### config.mk
export PLATFORM = sky130hd
export DESIGN_NAME = cmp_stream_stats
export DESIGN_NICKNAME = d
export VERILOG_FILES = /design/src/rtl/cmp_stream_stats_pkg.sv /design/src/rtl/cmp_stream_stats_mag_compare.sv /design/src/rtl/cmp_stream_stats.sv
export SDC_FILE = /design/constraint.sdc
export NUM_CORES = 1
export LEC_CHECK = 0
export ABC_AREA = 1
export CAP_MARGIN = 20
export CORE_ASPECT_RATIO = 0.8
export CORE_MARGIN = 5
export CORE_UTILIZATION = 55
export DETAILED_ROUTE_END_ITERATION = 10
export HOLD_SLACK_MARGIN = 0.06
export PLACE_DENSITY = 0.84
export SETUP_SLACK_MARGIN = 0.2
export SYNTH_ARGS = -nofsm -noshare
export SYNTH_HDL_FRONTEND = slang
export SYNTH_HIERARCHICAL = 1
export SYNTH_SLANG_ARGS = --single-unit
### constraint.sdc
create_clock -name clk -period 3.2 [get_ports clk]
set_input_delay 0.48 -clock clk [delete_from_list [all_inputs] [get_ports clk]]
set_output_delay 0.48 -clock clk [all_outputs]
set_load 0.005 [all_outputs]
### src/rtl/cmp_stream_stats_pkg.sv
// Shared definitions for the compare-stream statistics block.
package cmp_stream_stats_pkg;

    localparam int DATA_W_DEF = 4;
    localparam int CNT_W_DEF  = 4;

    // Running minimum starts at the largest representable sample.
    localparam logic [DATA_W_DEF-1:0] MIN_INIT = '1;

    typedef enum logic [1:0] {
        ST_IDLE  = 2'd0,
        ST_ACCUM = 2'd1,
        ST_DONE  = 2'd2
    } state_e;

endpackage

### src/rtl/cmp_stream_stats_mag_compare.sv
// Combinational unsigned magnitude compare: lt = a < b, eq = a == b.
module mag_compare #(
    parameter int W = 4
) (
    input  logic [W-1:0] a,
    input  logic [W-1:0] b,
    output logic         lt,
    output logic         eq
);

    // Both operands are treated as plain unsigned values of the same width.
    always_comb begin
        lt = (a < b);
        eq = (a == b);
    end

endmodule

### src/rtl/cmp_stream_stats.sv
// Burst statistics: running min, running max and count of samples below a
// threshold, collected over a length-prefixed valid/ready sample burst.
module cmp_stream_stats
    import cmp_stream_stats_pkg::*;
#(
    parameter int DATA_W = DATA_W_DEF,
    parameter int CNT_W  = CNT_W_DEF
) (
    input  logic              clk,
    input  logic              rst_n,
    input  logic              start,
    input  logic [CNT_W-1:0]  len,
    input  logic [DATA_W-1:0] thresh,
    input  logic [DATA_W-1:0] in_data,
    input  logic              in_valid,
    output logic              in_ready,
    output logic [DATA_W-1:0] out_min,
    output logic [DATA_W-1:0] out_max,
    output logic [CNT_W-1:0]  out_below,
    output logic              out_valid,
    input  logic              out_ready,
    output logic              busy
);

    localparam logic [DATA_W-1:0] MIN_PRESET = {DATA_W{1'b1}};

    state_e            state_q, state_d;
    logic [DATA_W-1:0] thresh_q, thresh_d;
    logic [CNT_W-1:0]  rem_q, rem_d;
    logic [DATA_W-1:0] min_q, min_d;
    logic [DATA_W-1:0] max_q, max_d;
    logic [CNT_W-1:0]  below_q, below_d;
    logic              in_ready_q, in_ready_d;
    logic              out_valid_q, out_valid_d;
    logic              busy_q, busy_d;

    logic lt_min, eq_min, lt_max, eq_max, lt_thr, eq_thr;
    logic accept;

    // sample < min
    mag_compare #(.W(DATA_W)) u_cmp_min (
        .a  (in_data),
        .b  (min_q),
        .lt (lt_min),
        .eq (eq_min)
    );

    // max < sample
    mag_compare #(.W(DATA_W)) u_cmp_max (
        .a  (max_q),
        .b  (in_data),
        .lt (lt_max),
        .eq (eq_max)
    );

    // sample < latched threshold
    mag_compare #(.W(DATA_W)) u_cmp_thr (
        .a  (in_data),
        .b  (thresh_q),
        .lt (lt_thr),
        .eq (eq_thr)
    );

    // Equality carries no information here: strict less-than drives every update.
    logic unused_eq;
    assign unused_eq = eq_min ^ eq_max ^ eq_thr;

    assign accept = in_valid && in_ready_q;

    // Next-state and next-output computation for the IDLE/ACCUM/DONE sequence.
    always_comb begin
        state_d     = state_q;
        thresh_d    = thresh_q;
        rem_d       = rem_q;
        min_d       = min_q;
        max_d       = max_q;
        below_d     = below_q;
        in_ready_d  = in_ready_q;
        out_valid_d = out_valid_q;
        busy_d      = busy_q;
        case (state_q)
            ST_IDLE: begin
                if (start) begin
                    thresh_d = thresh;
                    rem_d    = len;
                    min_d    = MIN_PRESET;
                    max_d    = '0;
                    below_d  = '0;
                    busy_d   = 1'b1;
                    if (len != '0) begin
                        state_d    = ST_ACCUM;
                        in_ready_d = 1'b1;
                    end else begin
                        state_d     = ST_DONE;
                        out_valid_d = 1'b1;
                    end
                end
            end
            ST_ACCUM: begin
                if (accept) begin
                    if (lt_min) min_d = in_data;
                    if (lt_max) max_d = in_data;
                    if (lt_thr) below_d = below_q + 1'b1;
                    rem_d = rem_q - 1'b1;
                    if (rem_q == CNT_W'(1)) begin
                        state_d     = ST_DONE;
                        in_ready_d  = 1'b0;
                        out_valid_d = 1'b1;
                    end
                end
            end
            ST_DONE: begin
                // A start here is ignored; only the result handshake matters.
                if (out_ready) begin
                    state_d     = ST_IDLE;
                    out_valid_d = 1'b0;
                    busy_d      = 1'b0;
                end
            end
            default: begin
                state_d     = ST_IDLE;
                in_ready_d  = 1'b0;
                out_valid_d = 1'b0;
                busy_d      = 1'b0;
            end
        endcase
    end

    // State and all outputs registered; async reset aborts any burst in flight.
    always_ff @(posedge clk or negedge rst_n) begin
        if (!rst_n) begin
            state_q     <= ST_IDLE;
            thresh_q    <= '0;
            rem_q       <= '0;
            min_q       <= MIN_PRESET;
            max_q       <= '0;
            below_q     <= '0;
            in_ready_q  <= 1'b0;
            out_valid_q <= 1'b0;
            busy_q      <= 1'b0;
        end else begin
            state_q     <= state_d;
            thresh_q    <= thresh_d;
            rem_q       <= rem_d;
            min_q       <= min_d;
            max_q       <= max_d;
            below_q     <= below_d;
            in_ready_q  <= in_ready_d;
            out_valid_q <= out_valid_d;
            busy_q      <= busy_d;
        end
    end

    assign in_ready  = in_ready_q;
    assign out_min   = min_q;
    assign out_max   = max_q;
    assign out_below = below_q;
    assign out_valid = out_valid_q;
    assign busy      = busy_q;

endmodule

* Word level (Yosys, flattened, before mapping) *
Index checks and enable logic that the tools add are counted.
Widths: inputs -> output; s select.

cells by class
  add/subtract/negate cells = 2
  order comparisons = 3
  equality and inequality tests = 12
  mux-type cells = 33
  bitwise gates (word level) = 2
  reductions and logical operators = 13

operators with widths
  operator             number
  $mux 4               10
  $pmux 4 s2           4
  $ne 2x2->1 const B   9
  $reduce_and 4->1     4
  $lt 4x4->1           3
  $mux 1               10
  $mux 2               5
  $reduce_and 5->1     2
  $pmux 1 s3           3
  $pmux 2 s3           1
  $reduce_and 3->1     2
  $add 4x1->4 const B  1
  $eq 4x1->1 const B   1
  $reduce_bool 4->1    1
  $sub 4x1->4 const B  1
  $eq 2x1->1 const B   1
  $eq 2x2->1 const B   1
  $logic_not 2->1      1
  $not 1->1            2
  $reduce_and 2->1     1
  $reduce_bool 2->1    1
  $logic_and 1x1->1    1

word-level totals
  register bits after elaboration = 25
  bits of input ports = 17
  output and inout bits = 15

* Logic depth before layout (Yosys ltp) *
Gate-level depths: netlist of the first run.

  depth in word-level cells = 4
  depth in mapped cells = 10
  gate-level depth less buffers = 10

* By module *
Netlist of the first run, hierarchy kept.

modules (own cells, without submodules)
  module            times used  cells an instance  area each (um^2)
  cmp_stream_stats  1           153                1,311.3
  mag_compare       3           20                 117.6

* Worst setup path after synthesis of the first run *
No wires, ideal clock.

  kind = flip-flop to flip-flop
  from = register min_q[3], in the netlist out_min[3]
  to = register min_q[0], in the netlist out_min[0]
  library setup time = 0.069 ns
  data arrival time = 1.534 ns
  required time = 3.131 ns
  setup slack = 1.597 ns
  stages on the path, launching flop included = 10
  path buffers = 0
  period minus slack after synthesis = 1.603 ns
  path through = dfstp_2 inv_1 ha_1 nand2_2 inv_2 a21oi_2 or2_2 nand2_4 nand2_1 o21ai_2

between the ends
  longest elaborated chain between the ends = 3

RTL lines
  element                     line                                RTL
  start: declaration          cmp_stream_stats.sv:30              logic [DATA_W-1:0] min_q, min_d;
  start signal: assignment    cmp_stream_stats.sv:145             min_q <= min_d;
  $lt 4x4->1                  cmp_stream_stats_mag_compare.sv:13  lt = (a < b);
  named net lt_min            cmp_stream_stats.sv:37              logic lt_min, eq_min, lt_max, eq_max, lt_thr, eq_thr;
  $ne 2x2->1 (no line)        n/a
  $reduce_and 4->1 (no line)  n/a

The timed path passes the listed nets, and every way through them passes these cells.
A chain may end at the register's enable or synchronous reset.

* Final worst setup path of the first run *
  from = input in_data[3]
  to = register max_q[1], in the netlist out_max[1]

between the ends
  longest elaborated chain between the ends = 3

RTL lines
  element                     line                                RTL
  start: declaration          cmp_stream_stats.sv:14              input logic [DATA_W-1:0] in_data,
  $lt 4x4->1                  cmp_stream_stats_mag_compare.sv:13
  named net lt_max            cmp_stream_stats.sv:37
  $ne 2x2->1 (no line)        n/a
  $reduce_and 4->1 (no line)  n/a
  end signal: assignment      cmp_stream_stats.sv:146             max_q <= max_d;
  end: declaration            cmp_stream_stats.sv:31              logic [DATA_W-1:0] max_q, max_d;

The timed path passes the listed nets, and every way through them passes these cells.

==> flow_metrics.tcl, run 1 <==
set metrics [dict create \
    status "complete, no violations" \
    crit_start "in_data[3]" \
    mostFrequentLayoutCell "nand2_1" \
    post_drt_wl_per_cell_um 11.7 \
    synthCells 207 \
    cts_setup_buffers 0 \
    cap_violations 0 \
    grt_pass1_wl_mm 5.55 \
    dp.final_hpwl_mm 2.50 \
    drc 0 \
    syn_avg_cell_area_sq_um 7.93 \
    grt_pass1_vias 1196 \
    placementRows 17 \
    crit_path_start_kind "primary input" \
    routabilityCongestion 0.838 \
    placed_cells 276 \
    die_w_um 71.1 \
    finalMaxSlewViolations 0 \
    ys_warn_count 6 \
    criticalPathCategory "primary input to register" \
    p_leak_uw 0.00107 \
    endpoint_kind "register" \
    vias_per_cell 4.83 \
    cts.repair.resized 0 \
    cts_max_level 1 \
    ioPinCount 32 \
    diodes 0 \
    die_h_um 58.9 \
    crit_path_end "out_max[1]" \
    timing.rr.start "out_min[3]" \
    initial_core_util_pct 58.5 \
    firstDrtPassIters 5 \
    grt_usage_pct 16.7 \
    synth_nets 239 \
    io_buffers 31 \
    min_period_over_period_pct 60.5 \
    crit_arrival_ns 2.13 \
    relSlewSlack_pct 75.5 \
    finalHoldViolations 0 \
    area_growth_pct 24.3 \
    finalClockSkew_ns 0.00480 \
    root_buffer "clkbuf_8" \
    ant_nets 0 \
    cts_max_path_buffers 2 \
    vias 1353 \
    dr.first_iter.drc_count 109 \
    fin_crit_ns 1.93 \
    clock-sinks 25 \
    final_cell_mix "70 x nand2_1, 31 x inv_1, 31 x clkdlybuf4s50_1" \
    setup_viol 0 \
    setup_slack_ns 1.27 \
    holdPathStages 2 \
    fmax_mhz 517 \
    rsz0062_at_grt "false" \
    nets 275 \
    worst_slew_pin_slew_ns 0.366 \
    p_per_area_nw_per_um2 802 \
    rr_endpoint "out_min[1]" \
    cts-hold-fix-buffers 0 \
    cts_tree "done" \
    clkLatencyLatePin_ns 0.26 \
    core_sq_um 2810 \
    wirelength_mm 3.27 \
    clkTransAtPathRegs_ns 0.09 \
    overflow 0 \
    drive_gt1_share_pct 16.5 \
    fin_cells 280 \
    peakVddDrop_v 0.000481 \
    r2r_cells 9 \
    die_area_sq_um 4180 \
    min_path_type "register to register" \
    cts_buffers 3 \
    place_ws_ns 0.985 \
    fin_tns_setup_ns 0 \
    worstPathMaxFanout 8 \
    syn_area_sq_um 1640 \
    cp.required_ns 3.40 \
    reg2reg_setup_slack_ns 1.53 \
    grt_max_degree 26 \
    antenna_found_initial 0 \
]
stage by stage:
step	util, %	hold WS (ns)	instance area [sq um]	total power [uW]
final	72.7	0.480	2040	1640
after floorplan	-	0.184	1640	1190
after global placement	71.1	0.466	2000	1430
after CTS	72.7	0.486	2040	1650
after global routing	72.7	0.515	2040	1790
after detailed placement	71.1	0.463	2000	1450
layout make-up:
class	instances	area, sq um
clock buffer	4	45.0
tap	38	47.5
inverter	36	135
multi-input combinational	145	865
timing repair buffer	32	318
sequential	25	631
fill	226	767
report_power, final:
group / total (uW) / switching [uW] / internal (uW) / leakage (uW)
registers: 570 / 107 / 463 / 0.000311
clock network: 185 / 95.9 / 88.9 / 0.0000228
logic: 883 / 499 / 384 / 0.000732
how the worst min path moves through the flow:
stage	startpoint	to
final	busy	busy
after CTS	busy	busy
after detailed placement	busy	busy
after global routing	out_min[1]	out_min[1]
after floorplan	rst_n	busy
after global placement	thresh_q[3]	thresh_q[3]
sequential cells by signal (all words and copies together), names as in the netlist:
register and cells:
state_q 2, out_max 4, rem_q 4, out_valid 1, out_below 4, thresh_q 4, in_ready 1, out_min 4
busy 1
worst max-delay path, stage by stage:
cell and delay, ns:
clkdlybuf4s50_1 0.56, inv_1 0.07, ha_1 0.31, nand2_1 0.06, nand2_1 0.06, a21oi_2 0.03
or2_2 0.31, nand2_4 0.13, nand2_1 0.08, o21ai_2 0.05
routing by layer:
| metal | vias to the layer above | GRT usage, % | wire [um] |
|---|---|---|---|
| li1 | 710 | - | - |
| met1 | 610 | 23.5 | 1650 |
| met2 | 31 | 25.6 | 1410 |
| met3 | 2 | 5.63 | 201 |
| met4 | 0 | 2.68 | 14 |
| met5 | - | 0 | 0 |
(Power assumes the default switching activity.)
==> run 2, diff against run 1 <==
--- a/config.mk
+++ b/config.mk
@@ -9,10 +9,10 @@
 export CAP_MARGIN = 20
 export CORE_ASPECT_RATIO = 0.8
 export CORE_MARGIN = 5
-export CORE_UTILIZATION = 55
+export CORE_UTILIZATION = 47
 export DETAILED_ROUTE_END_ITERATION = 10
 export HOLD_SLACK_MARGIN = 0.06
-export PLACE_DENSITY = 0.84
+export PLACE_DENSITY = 0.76
 export SETUP_SLACK_MARGIN = 0.2
 export SYNTH_ARGS = -nofsm -noshare
 export SYNTH_HDL_FRONTEND = slang
==> constraint.sdc (replaced) <==
create_clock -name clk -period 1.6 [get_ports clk]
set_input_delay 0.24 -clock clk [delete_from_list [all_inputs] [get_ports clk]]
set_output_delay 0.24 -clock clk [all_outputs]
set_load 0.005 [all_outputs]
==> run 2 against run 1 <==
Clock-buffer cell count stayed put. Design area is 19% higher. Critical path depth is 1 lower. Largest cell class unchanged. Largest power group unchanged. Critical path type is now register to register. Sequential power is 95% higher. Register-to-register slack worse by 1.5 ns. Highest routed layer unchanged. Die area is 14% higher. Core utilization is 1.2 points lower.
==> flow_metrics.tcl, run 2 (synthesis gave the netlist of run 1 again) <==
set metrics [dict create \
    die_w_um 76.1 \
    min_period_over_period_pct 99.9 \
    crit_path_start_kind "register" \
    root_buffer "clkbuf_8" \
    setup_slack_ns 0.00138 \
    worstPathMaxFanout 8 \
    rsz0062_at_grt "true" \
    vias 1520 \
    ioPinCount 32 \
    finalHoldViolations 0 \
    setup_viol 0 \
    finalClockSkew_ns 0.0110 \
    nets 305 \
    r2r_cells 9 \
    seq_area_sq_um 632 \
    overflow 0 \
    nFillCells 245 \
    grt_max_degree 26 \
    dp.final_hpwl_mm 2.56 \
    multi_input_area_sq_um 1020 \
    clkTransAtPathRegs_ns 0.09 \
    cts_tree "done" \
    cts_max_path_buffers 2 \
    grt_usage_pct 17.0 \
    vias_per_cell 4.84 \
    routabilityCongestion 0.776 \
    grt_pass1_vias 1510 \
    drive_gt1_share_pct 34.2 \
    placementRows 19 \
    area_growth_pct 48.1 \
    cts_buffers 3 \
    finalMaxSlewViolations 0 \
    endpoint_kind "register" \
    io_buffers 31 \
    diodes 0 \
    fmax_mhz 626 \
    clock-sinks 25 \
    criticalPathCategory "register to register" \
    die_h_um 62.9 \
    relSlewSlack_pct 77.2 \
    final_cell_mix "58 x nand2_1, 30 x buf_4, 28 x inv_1" \
    ant_nets 0 \
    p_leak_uw 0.00137 \
    drc 0 \
    crit_arrival_ns 1.81 \
    cts_max_level 1 \
    worst_slew_pin_slew_ns 0.342 \
    status "complete, no violations" \
    grt_pass1_wl_mm 6.73 \
    dr.first_iter.drc_count 111 \
    die_area_sq_um 4780 \
    post_drt_wl_per_cell_um 12.9 \
    peakVddDrop_v 0.000918 \
    mostFrequentLayoutCell "nand2_1" \
    fin_crit_ns 1.60 \
    wirelength_mm 4.06 \
    cap_violations 0 \
    p_per_area_nw_per_um2 1640 \
    dpl_cell_area_sq_um 2080 \
    cp.required_ns 1.81 \
    postLayoutCellArea_sq_um 2430 \
    min_path_type "primary input to async pin" \
    firstDrtPassIters 4 \
    antenna_found_initial 0 \
    place_ws_ns -0.318 \
    clkLatencyLatePin_ns 0.28 \
    core_sq_um 3400 \
    initial_core_util_pct 48.3 \
]
==> run 2: through the flow <==
| stage | TNS [ns] | utilization [%] | hold WS [ns] | instances | total power (uW) |
|---|---|---|---|---|---|
| floorplan | 0 | - | -0.0556 | 207 | 2460 |
| global placement | -2.91 | 61.2 | 0.462 | 286 | 3020 |
| detailed placement | -3.29 | 61.2 | 0.466 | 286 | 3070 |
| CTS | 0 | 67.2 | 0.331 | 305 | 3700 |
| global route | -0.146 | 71.5 | 0.366 | 314 | 4360 |
| finish | 0 | 71.5 | 0.321 | 314 | 3980 |
==> run 2: report_power, final <==
part           switching [uW]  internal [uW]  leakage (uW)
clock                     211            179     0.0000228
combinational            1320           1160       0.00104
sequential                185            927      0.000310
total                    1720           2260       0.00137
==> run 2: what timing repair did <==
action | 4_1_cts | 5_1_grt
endpoints found under the hold margin | 0 | 0
hold buffers | 0 | 0
setup buffers | 15 | 9
gates resized for setup | 21 | 26
pin swaps | 21 | 16
setup endpoints to repair | 27 | 25
==> run 2: per-layer routing <==
| layer | track usage [%] | wire length, um | vias to the layer above |
|---|---|---|---|
| met2 | 27.5 | 1950 | 31 |
| met4 | 5.24 | 45 | 0 |
| met5 | 0 | 0 | - |
| li1 | - | - | 772 |
| met1 | 22.2 | 1880 | 712 |
| met3 | 4.47 | 177 | 5 |
==> run 2: area by class of cell <==
cell class / instances / area share (%)
multi-input combinational: 145 / 41.8
sequential: 25 / 26.0
timing repair buffer: 62 / 22.5
inverter: 36 / 5.66
tap: 42 / 2.16
clock buffer: 4 / 1.85
==> run 2: critical path, stage by stage, from the launching register on <==
cell     delay [ns]
dfstp_2        0.57
inv_2          0.05
ha_4           0.27
nand2_2        0.05
inv_2          0.05
a21oi_2        0.06
or2_4          0.25
nand2_8        0.12
nand2_4        0.06
o21ai_2        0.05
==> run 2: path summary, 6_finish.rpt <==
kind                              from      endpoint  slack, ns
max                         out_min[2]    out_min[1]      0.001
min                              rst_n  out_below[0]       0.32
max reg2reg                 out_min[2]    out_min[1]      0.001
min reg2reg                thresh_q[0]   thresh_q[0]       0.49
max in group asynchronous        rst_n    out_min[1]       0.97
min in group clk            in_data[0]    out_max[0]       0.47
==> run 3, diff against run 2 <==
--- a/config.mk
+++ b/config.mk
@@ -12,7 +12,8 @@
 export CORE_UTILIZATION = 47
 export DETAILED_ROUTE_END_ITERATION = 10
 export HOLD_SLACK_MARGIN = 0.06
-export PLACE_DENSITY = 0.76
+export MAX_ROUTING_LAYER = met4
+export PLACE_DENSITY = 0.82
 export SETUP_SLACK_MARGIN = 0.2
 export SYNTH_ARGS = -nofsm -noshare
 export SYNTH_HDL_FRONTEND = slang
==> run 3 against run 2 <==
Wire length fell by 1.2%. Global-route usage fell by 0.61 points. Clock power fell by 3%. Combinational power barely moved. Fmax rose by 3.6%. Critical path type unchanged. Via count fell by 0.13%. Core utilization fell by 0.52 points. Sequential share of layout area rose by 0.24 points. Sequential power barely moved. Non-clock buffer count fell by 1.
==> flow_metrics.tcl, run 3 (synthesis gave the netlist of run 1 again) <==
set metrics [dict create \
    status "complete, no violations" \
    firstDrtPassIters 4 \
    dpl_cell_area_sq_um 2080 \
    dp.final_hpwl_mm 2.69 \
    finalClockSkew_ns 0.00562 \
    vias_per_cell 4.85 \
    grt_pass1_vias 1392 \
    die_w_um 76.1 \
    relSlewSlack_pct 77.2 \
    cts_max_level 1 \
    placed_cells 286 \
    area_growth_pct 47.0 \
    fin_cells 313 \
    grt_max_degree 26 \
    die_h_um 62.9 \
    grt_pass1_wl_mm 6.33 \
    antenna_found_initial 0 \
    finalHoldViolations 0 \
    worstPathMaxFanout 8 \
    min_period_over_period_pct 96.4 \
    diodes 0 \
    met1_usage_pct 22.0 \
    peakVddDrop_v 0.000785 \
    rsz0062_at_grt "true" \
    grt_usage_pct 16.4 \
    overflow 0 \
    finalMaxSlewViolations 0 \
    use_met3_pct 4.03 \
    endpoint_kind "register" \
    cts_buffers 3 \
    busiest_layer "met2" \
    worst_slew_pin_slew_ns 0.342 \
    clock-sinks 25 \
    ioPinCount 32 \
    postLayoutCellArea_sq_um 2410 \
    drive_gt1_share_pct 36.9 \
    final_cell_mix "54 x nand2_1, 30 x buf_4, 26 x inv_1" \
    criticalPathCategory "register to register" \
    critPathSlowestCell "dfstp_2" \
    p_per_area_nw_per_um2 1660 \
    root_buffer "clkbuf_8" \
    initial_core_util_pct 48.3 \
    fin_hold_ws_ns 0.331 \
    met2_usage_pct 26.3 \
    cts-hold-fix-buffers 0 \
    fmax_mhz 648 \
    wirelength_mm 4.01 \
    crit_chain "inv_2 > ha_4 > nand2_2 > inv_2 > a21oi_2 > or2_4 > nand2_8 > nand2_2 > o21ai_2" \
    clkLatencyLatePin_ns 0.27 \
    cts_max_path_buffers 2 \
    crit_arrival_ns 1.75 \
    vias 1518 \
    die_area_sq_um 4780 \
    crit_path_start_kind "register" \
    placementRows 19 \
    routabilityCongestion 0.837 \
    drc 0 \
    cts_tree "done" \
    setup_viol 0 \
    crit_path_max_incr_delay_ns 0.57 \
    core_sq_um 3400 \
    mostFrequentLayoutCell "nand2_1" \
    cap_violations 0 \
    clkTransAtPathRegs_ns 0.09 \
    p_leak_uw 0.00126 \
    io_buffers 31 \
    cp.required_ns 1.80 \
    fin_crit_ns 1.54 \
    nFillCells 282 \
    ant_nets 0 \
    nets 304 \
    dr.first_iter.drc_count 60 \
    min_path_type "primary input to async pin" \
    post_drt_wl_per_cell_um 12.8 \
]
==> run 3: area by class of cell <==
| type | count | area (sq um) | area share [%] |
|---|---|---|---|
| clock buffers | 4 | 45.0 | 1.87 |
| multi-input cells | 145 | 1020 | 42.5 |
| well taps | 42 | 52.6 | 2.18 |
| repair buffers | 61 | 520 | 21.6 |
| flip-flops and latches | 25 | 633 | 26.2 |
| inverters | 36 | 138 | 5.70 |
==> run 3: report_power, final <==
| part | internal [uW] | switching, uW |
|---|---|---|
| clock network | 178 | 199 |
| logic | 1150 | 1340 |
| registers | 927 | 203 |
==> run 3: routing by layer <==
metal	share of wire [%]	vias to the layer above
met5	0	-
met1	48	707
met4	0.20	0
li1	-	772
met3	4.9	2
met2	47	37
==> run 3: final timing paths <==
kind,startpoint,endpoint,slack (ns),depth (start not counted)
setup / recovery,out_min[2],out_min[0],0.06,9
hold / removal,rst_n,out_valid,0.33,2
setup reg to reg,out_min[2],out_min[0],0.06,9
hold reg to reg,busy,busy,0.49,2
max in group asynchronous,rst_n,out_min[1],0.96,2
min in group clk,busy,busy,0.49,2
==> run 3: through the flow <==
step                      setup WS, ns  util (%)  power [uW]  TNS (ns)
after floorplan                  0.125         -        2460         0
after global placement          -0.233      61.2        3030     -2.40
after detailed placement        -0.261      61.2        3100     -2.54
after CTS                       0.0752      67.4        3740         0
after global routing          -0.00852      71.0        4320   -0.0117
final                           0.0573      71.0        4000         0
==> run 3: critical path: cells and delay by family, from the launching register on <==
kind | cells | cell delay [ns]
adder cells (fa/ha/maj) | 1 | 0.25
flip-flops | 1 | 0.57
AND/OR/NAND/NOR | 4 | 0.48
AO/OA/AOI/OAI | 2 | 0.10
buffers and inverters | 2 | 0.10
==> run 3: what timing repair did <==
item,in CTS,in global routing
resized for setup,30,18
buffers inserted,13,10
setup endpoints to repair,27,22
pin swaps,17,5
